## config.mk

```make
export PLATFORM = sky130hd
export DESIGN_NAME = jellyvl_synctimer_limitter_hyst
export DESIGN_NICKNAME = d
export VERILOG_FILES = /design/src/rtl/jellyvl_synctimer_limitter_hyst.sv
export SDC_FILE = /design/constraint.sdc
export NUM_CORES = 1
export LEC_CHECK = 0
export ABC_AREA = 1
export ABC_CLOCK_PERIOD_IN_PS = 2300
export CORE_MARGIN = 2
export CORE_UTILIZATION = 45
export CTS_BUF_LIST = sky130_fd_sc_hd__clkbuf_2 sky130_fd_sc_hd__clkbuf_4 sky130_fd_sc_hd__clkbuf_8
export DETAILED_ROUTE_END_ITERATION = 12
export PLACE_DENSITY_LB_ADDON = 0.08
export SYNTH_ARGS = -nofsm -noshare
export SYNTH_HDL_FRONTEND = slang
export SYNTH_SLANG_ARGS = --single-unit
```

## constraint.sdc

```tcl
create_clock -name clk -period 2.3 [get_ports clk]
set_input_delay 0.345 -clock clk [delete_from_list [all_inputs] [get_ports clk]]
set_output_delay 0.345 -clock clk [all_outputs]
set_load 0.01 [all_outputs]
```

## src/rtl/jellyvl_synctimer_limitter_hyst.sv

```systemverilog
// Limiter/hysteresis stage between the sync-timer correction receiver and the timer adjuster.
// Clamps each correction diff and requests a renew after consecutive out-of-range samples.
module jellyvl_synctimer_limitter_hyst #(
    parameter int unsigned TIMER_WIDTH   = 64,
    parameter int unsigned LIMIT_WIDTH   = TIMER_WIDTH,
    parameter int unsigned COUNT_WIDTH   = 8,
    parameter int unsigned STAT_WIDTH    = 16,
    parameter bit          INIT_OVERRIDE = 1'b1,
    parameter bit          DEBUG         = 1'b0,
    parameter bit          SIMULATION    = 1'b0
) (
    input  logic                          reset,
    input  logic                          clk,
    input  logic signed [LIMIT_WIDTH-1:0] param_limit_min,
    input  logic signed [LIMIT_WIDTH-1:0] param_limit_max,
    input  logic        [COUNT_WIDTH-1:0] param_violation_limit,
    input  logic                          stat_clear,
    input  logic        [TIMER_WIDTH-1:0] current_time,
    input  logic        [TIMER_WIDTH-1:0] correct_time,
    input  logic                          correct_renew,
    input  logic                          correct_valid,
    output logic                          request_renew,
    output logic signed [LIMIT_WIDTH-1:0] adjust_diff,
    output logic                          adjust_valid,
    output logic                          over_flag,
    output logic                          under_flag,
    output logic        [STAT_WIDTH-1:0]  stat_violation,
    output logic        [STAT_WIDTH-1:0]  stat_renew
);

    if (DEBUG && SIMULATION) begin : g_debug
    end

    typedef enum logic [1:0] {
        ST_INIT,
        ST_TRACK,
        ST_RENEW
    } state_t;

    state_t                         state;
    logic signed [TIMER_WIDTH-1:0]  s1_diff;
    logic                           s1_valid;
    logic                           s1_renew;
    logic        [COUNT_WIDTH-1:0]  violation_count;

    logic signed [TIMER_WIDTH-1:0]  limit_min_ext;
    logic signed [TIMER_WIDTH-1:0]  limit_max_ext;
    logic                           is_over;
    logic                           is_under;
    logic                           evaluate;
    logic                           violation;
    logic                           trigger;
    logic        [COUNT_WIDTH:0]    count_next;
    logic        [COUNT_WIDTH:0]    limit_eff;

    // Limits compared at full timer width so large diffs never alias into range.
    assign limit_min_ext = TIMER_WIDTH'(param_limit_min);
    assign limit_max_ext = TIMER_WIDTH'(param_limit_max);
    assign is_over       = s1_diff > limit_max_ext;
    assign is_under      = s1_diff < limit_min_ext;
    assign evaluate      = s1_valid && !s1_renew && (state == ST_TRACK);
    assign violation     = evaluate && (is_over || is_under);
    assign count_next    = {1'b0, violation_count} + (COUNT_WIDTH+1)'(1);
    assign limit_eff     = (param_violation_limit == '0) ? (COUNT_WIDTH+1)'(1)
                                                         : {1'b0, param_violation_limit};
    assign trigger       = violation && (count_next >= limit_eff);

    always_ff @(posedge clk or negedge reset) begin
        if (!reset) begin
            s1_diff  <= '0;
            s1_valid <= 1'b0;
            s1_renew <= 1'b0;
        end else begin
            s1_diff  <= correct_time - current_time;
            s1_valid <= correct_valid;
            s1_renew <= correct_renew;
        end
    end

    always_ff @(posedge clk or negedge reset) begin
        if (!reset) begin
            adjust_diff  <= '0;
            adjust_valid <= 1'b0;
            over_flag    <= 1'b0;
            under_flag   <= 1'b0;
        end else begin
            adjust_valid <= evaluate;
            if (evaluate) begin
                over_flag  <= is_over;
                under_flag <= is_under;
                if (is_over) begin
                    adjust_diff <= param_limit_max;
                end else if (is_under) begin
                    adjust_diff <= param_limit_min;
                end else begin
                    adjust_diff <= s1_diff[LIMIT_WIDTH-1:0];
                end
            end
        end
    end

    // A violation can only fire in ST_TRACK, so it never races the renew-accept branch.
    always_ff @(posedge clk or negedge reset) begin
        if (!reset) begin
            if (INIT_OVERRIDE) begin
                state <= ST_INIT;
            end else begin
                state <= ST_TRACK;
            end
            request_renew   <= INIT_OVERRIDE;
            violation_count <= '0;
        end else begin
            case (state)
                ST_TRACK: begin
                    request_renew <= 1'b0;
                    if (evaluate) begin
                        if (trigger) begin
                            state           <= ST_RENEW;
                            request_renew   <= 1'b1;
                            violation_count <= '0;
                        end else if (violation) begin
                            violation_count <= count_next[COUNT_WIDTH-1:0];
                        end else begin
                            violation_count <= '0;
                        end
                    end
                end
                ST_INIT, ST_RENEW: begin
                    request_renew <= 1'b1;
                    if (correct_valid && correct_renew) begin
                        state           <= ST_TRACK;
                        request_renew   <= 1'b0;
                        violation_count <= '0;
                    end
                end
                default: begin
                    state           <= ST_RENEW;
                    request_renew   <= 1'b1;
                    violation_count <= '0;
                end
            endcase
        end
    end

    always_ff @(posedge clk or negedge reset) begin
        if (!reset) begin
            stat_violation <= '0;
            stat_renew     <= '0;
        end else if (stat_clear) begin
            stat_violation <= '0;
            stat_renew     <= '0;
        end else begin
            if (violation && (stat_violation != '1)) begin
                stat_violation <= stat_violation + STAT_WIDTH'(1);
            end
            if (trigger && (stat_renew != '1)) begin
                stat_renew <= stat_renew + STAT_WIDTH'(1);
            end
        end
    end

endmodule

```

* Word-level counts from Yosys, hierarchy flattened
Cells that the tools add are included.
** Word-level totals
- Logic and storage cells :: 62
- Output and inout port bits :: 100
- Input bits :: 269
- Bits in registers :: 176
** Operators by class
- Reduce and logical (&&, ||, !) cells :: 16
- Order comparisons :: 3
- Multiplexer cells :: 20
- Eq/ne operators :: 7
- Add/sub/neg operators :: 4
** Operators with widths (count)
- $mux W64 :: 2
- $gt A64 B64 Y1 :: 1
- $lt A64 B64 Y1 :: 1
- $mux W16 :: 4
- $sub A64 B64 Y64 :: 1
- $mux W8 :: 5
- $add A16 B1 Y16 const B :: 2
- $ne A16 B16 Y1 const B :: 2
- $pmux W8 S2 :: 1
- $add A8 B1 Y9 const B :: 1
- $ge A9 B8 Y1 :: 1
- $logic_not A8 Y1 :: 1
- $logic_and A1 B1 Y1 :: 7
- $mux W2 :: 3
- $ne A2 B2 Y1 const B :: 3
- $pmux W2 S2 :: 1
- $reduce_bool A2 Y1 :: 2
- $mux W1 :: 3
- $reduce_and A3 Y1 :: 1
- $eq A2 B1 Y1 const B :: 1
- $eq A2 B2 Y1 const B :: 1
- $logic_not A2 Y1 :: 1
- $pmux W1 S2 :: 1
- $reduce_and A2 Y1 :: 1
- 3 further kinds :: 3

* Longest topological paths before layout
- Depth in word-level cells :: 8
- Gate-level depth with buffers :: 23
- Mapped depth without buffers :: 21

* Worst setup path after synthesis
Ideal clock, no wire load.
- Kind :: register to register
- From :: register violation_count[2]
- To :: register stat_renew[11]
- Data required time :: 2.183 ns
- Setup slack :: -0.206 ns
- Stages on the path, launching flop included :: 16
- Arrival time :: 2.389 ns
- Path through :: dfrtp_1 inv_1 nor3_1 nand3_1 nor3_1 xor2_1 inv_1 ha_1 nand4_1 o21ai_0 a211o_1 nand3_2 nand2_2 buf_4 nand2_1 nand2_1
** On the way
- Cells in the longest elaborated chain, start to end :: 5
** Ends and longest elaborated chain
- start: declaration :: RTL line 44 : logic [COUNT_WIDTH-1:0] violation_count;
- start signal: assignment :: RTL line 122 : violation_count <= count_next[COUNT_WIDTH-1:0];
- $add A8 B1 Y9 :: RTL line 63 : assign count_next = {1'b0, violation_count} + (COUNT_WIDTH+1)'(1);
- $ge A9 B8 Y1 :: RTL line 66 : assign trigger = violation && (count_next >= limit_eff);
- $logic_and A1 B1 Y1 :: RTL line 66
- $logic_and A1 B1 Y1 :: RTL line 156 : if (trigger && (stat_renew != '1)) begin
- $reduce_bool A2 Y1 (no line)
- end signal: assignment :: RTL line 157 : stat_renew <= stat_renew + STAT_WIDTH'(1);
- end: declaration :: RTL line 28 : output logic [STAT_WIDTH-1:0] stat_renew
No other way between the ends.
A chain may end at the register's enable or synchronous reset.

* Final worst setup path
- From :: register s1_diff[53]
- To :: register stat_renew[13]
** On the way
- Cells in the longest elaborated chain, start to end :: 6
- Elaborated cells on any way between the ends :: 7
** Ends and longest elaborated chain
- start: declaration :: RTL line 41 : logic signed [TIMER_WIDTH-1:0] s1_diff;
- start signal: assignment :: RTL line 74 : s1_diff <= correct_time - current_time;
- $gt A64 B64 Y1 or $lt A64 B64 Y1 (tied branches) :: RTL line 59, 60
- $logic_or A1 B1 Y1 (*) :: RTL line 62 : assign violation = evaluate && (is_over || is_under);
- $logic_and A1 B1 Y1 (*) :: RTL line 62
- $logic_and A1 B1 Y1 (*) :: RTL line 66
- $logic_and A1 B1 Y1 (*) :: RTL line 156
- $reduce_bool A2 Y1 (no line) (*)
Mark *: on every way between the ends. The rest lies on a longest branch, timed or not.

==> summary.md <==
| Metric | Value |
|---|---|
| Worst endpoint required time | `2690 ps` |
| Outcome | `finished with violations` |
| Clk pin slew, worst setup/hold paths | `110 ps` |
| Post-synth top area cell | `dfrtp_1` |
| Combinational share of power | `0.608` |
| Final Slew Violations | `0` |
| ANT nets after route | `0` |
| All-Layer GR Usage | `0.312` |
| Top_reg_cell synth | `dfrtp_1` |
| Min Tclk post-route | `2710 ps` |
| Synth cell types | `43` |
| Register bit total from synthesis | `176` |
| I/O Pins | `369` |
| Antenna violations before repair | `16` |
| Final hold vios | `0` |
| Power Density | `688 mW/mm^2` |
| PnR worst setup slack | `-406 ps` |
| Number of global-route vias before repair | `17.7k` |
| Area fraction of the dominant cell type after synthesis | `0.279` |
| Starting DRT DRC Count | `1243` |
| Crit path largest cell delay | `440 ps` |
| Clock Path Buffers | `2` |
| Crit-path max FO | `6` |
| Core Rows | `68` |
| Vias post-DR | `18.8k` |
| CP arrival | `3100 ps` |
| CP most frequent cell | `nand2_1` |
| WP buf/inv | `2` |
| Final setup violation count | `108` |
| Layout Utilization | `0.765` |
| Final Skew | `21.6 ps` |
| Max rail drop VDD | `0.554 mV` |
| Levels on crit path | `16` |
| Largest net degree at the start of global routing | `67` |
| Overflow after GRT | `0` |
| GPL Wtd Cong | `0.975` |
| Port Buf Inserts | `368` |
| Fraction of synthesis flops using an asynchronous set or reset pin | `1.00` |
| Die Width | `191 um` |
| Syn-to-layout area delta | `67.8%` |
| Final period util | `1.18` |
| Avg WL per Cell | `17.5 um` |
| Pleak | `0.0130 uW` |
| Avg Vias per Cell | `5.27` |
| CP startpoint kind | `flop` |
| Slew HR | `0.413` |
| Worst Reg-to-Reg Cells | `16` |
| Switching power | `7860 uW` |
| Sequential area share after synthesis | `0.280` |
| Pint | `10300 uW` |
| Sequential power share | `0.263` |
| # DRC | `0` |
| Share of cells above drive strength 1 | `0.290` |
| Max Cap Viol | `0` |
| Global-route wire length before repair | `89.3 mm` |
| CP Cell Sequence | `buf_4 -> ha_1 -> a21oi_2 -> o21a_1 -> nand2_1 -> nand2_1 -> nand2_2 -> a21oi_2 -> nand2_1 -> nand2_2 -> nand4_1 -> nand2_4 -> nand3_4 -> buf_6 -> nand3_1 -> nand2_1` |
| CTS Buf Count | `17` |
| H-tree depth | `4` |
| Router iterations before antenna repair | `5` |
| Area contributors post-synth | `dfrtp_1 28%, ha_1 16%, nand2_1 16%` |
| Fin nets | `3559` |
| Clock root buffer | `clkbuf_8` |
| RSZ-0062 raised after global routing | `yes` |
| Die H | `191 um` |
| Latest clock arrival within the worst-skew pair | `500 ps` |
| Initial Util | `0.456` |
| Setup crit end kind | `flop` |
| HP Class | `in2reg` |
| Final HPWL DP | `46.6 mm` |
| CTS tree | `built` |
| Worst hold path depth | `3` |
| Die area | `0.0364 sq mm` |
| Synthesized area per cell | `6.78 sq um` |
| Worst hold slack | `172 ps` |
| Number of synthesized flops with an enable pin | `0` |
| Slowest cell on the critical path | `dfrtp_1` |
| Clock Sinks | `176` |
| Mapped Area | `0.0157 sq mm` |
| Mapped Cells | `2316` |
| Worst Tran Pin Value | `880 ps` |
| Clock power share | `0.129` |
| Highest clock rate | `0.370 GHz` |
| Failing checks | `negative setup slack` |
| Yosys warnings | `0` |
| CORE AREA | `0.0345 sq mm` |
| Mapped Nets | `2787` |
| Routed wire length | `62.3 mm` |
| Switching share of power | `0.434` |
| Worst slack at placement | `-1120 ps` |
| CP Class | `reg2reg` |
| CP top delay family | `simple AND/OR/NAND/NOR gates` |
## layout make-up
class                      instances  area, sq um
clock buffer                      17          234
antenna                           12         30.0
clock inverter                    15          180
multi-input combinational       1732        12200
timing repair buffer             802         7410
sequential                       176         4420
tap                              455          569
inverter                         359         1360
fill                            2572         8100
## logic make-up (layout without fill, tap and decap cells)
group,Yosys count,after routing,share of synthesized area
DFF,176,176,0.280
adders and majority gates,202,202,0.161
AOI/OAI and AO/OA,300,300,0.104
buffers and inverters,410,1193,0.101
and+or+nand+nor,1139,1141,0.303
other,0,12,0
xor gates and xnor gates,89,89,0.0496
## per-stage QoR
stage	cells	power [uW]	area, sq um	TNS, ps
floorplan	2316	8880	15700	-765
global placement	3474	13100	22800	-107820
detailed placement	3474	13400	22800	-117080
CTS	3526	16300	24000	-23880
global route	3565	19200	26400	-46100
finish	3568	18100	26400	-34880
## state kept, by name, indices dropped and copies added (netlist names)
register	count
stat_renew	16
stat_violation	16
s1_renew	1
adjust_valid	1
state	2
adjust_diff	64
under_flag	1
s1_valid	1
violation_count	8
over_flag	1
s1_diff	64
request_renew	1
## final timing paths
check | startpoint | end | slack [ps]
max | s1_diff[53] | stat_renew[13] | -410
min | current_time[0] | s1_diff[0] | 170
max reg2reg | s1_diff[53] | stat_renew[13] | -410
min reg2reg | adjust_diff[63] | adjust_diff[63] | 480
max in group asynchronous | reset | s1_diff[43] | 1150
min in group asynchronous | reset | adjust_diff[10] | 360
## worst register-to-register path, delay by kind of cell, from the launching register on
family,cells,cell delay (ps)
flip-flops,1,440
adder cells (fa/ha/maj),1,290
buffers and inverters,2,360
AO/OA/AOI/OAI,3,430
AND/OR/NAND/NOR,10,1070
## Yosys cell counts, types with 9 or more instances
library cell,count
a21o_1,10
a21oi_1,160
a31oi_1,15
buf_2,20
clkbuf_1,27
dfrtp_1,175
ha_1,201
inv_1,356
nand2_1,660
nand3_1,231
nand3b_1,12
nand4_1,20
nor2_1,172
nor3_1,21
nor4_1,9
o21ai_0,77
o21bai_1,10
xnor2_1,30
xor2_1,59
## layout by cell type, fill, tap and decap left out, types with 14 or more instances in the layout
master and n:
a21oi_1 108, nand2_1 571, nand3_1 141, nand2_2 56, dfrtp_1 162, clkdlybuf4s50_1 358
nand3_2 83, nor3_2 14, inv_2 16, clkbuf_8 17, nand4_1 20, inv_1 341
ha_1 136, buf_4 390, nor2_2 32, buf_6 14, nor2_1 131, a21oi_2 46
xor2_1 56, buf_12 17, ha_4 58, o21ai_1 24, nand2_4 33, o21ai_0 42
xnor2_1 29
## timing repair
action	CTS	global route
hold buffers	1	0
pin swaps	54	182
hold endpoints to repair	49	0
cloned	2	10
buffers inserted	19	24
endpoints found under the setup margin	143	141
resized for setup	134	435
## power groups by stage
stage | clock network [uW] | logic (uW) | registers, uW
after floorplan | 0 | 4060 | 4820
after global placement | 0 | 8460 | 4690
after detailed placement | 0 | 8640 | 4730
after CTS | 2340 | 9270 | 4680
after global routing | 2480 | 11900 | 4840
final | 2340 | 11000 | 4770
## per-layer routing
layer	share of wire	vias to the layer above	track usage
met5	0.00075	-	0
met4	0.043	8	0.120
met3	0.068	178	0.0445
met2	0.48	789	0.519
met1	0.41	8767	0.408
li1	-	9068	-
Power figures use the tool's default switching activity.
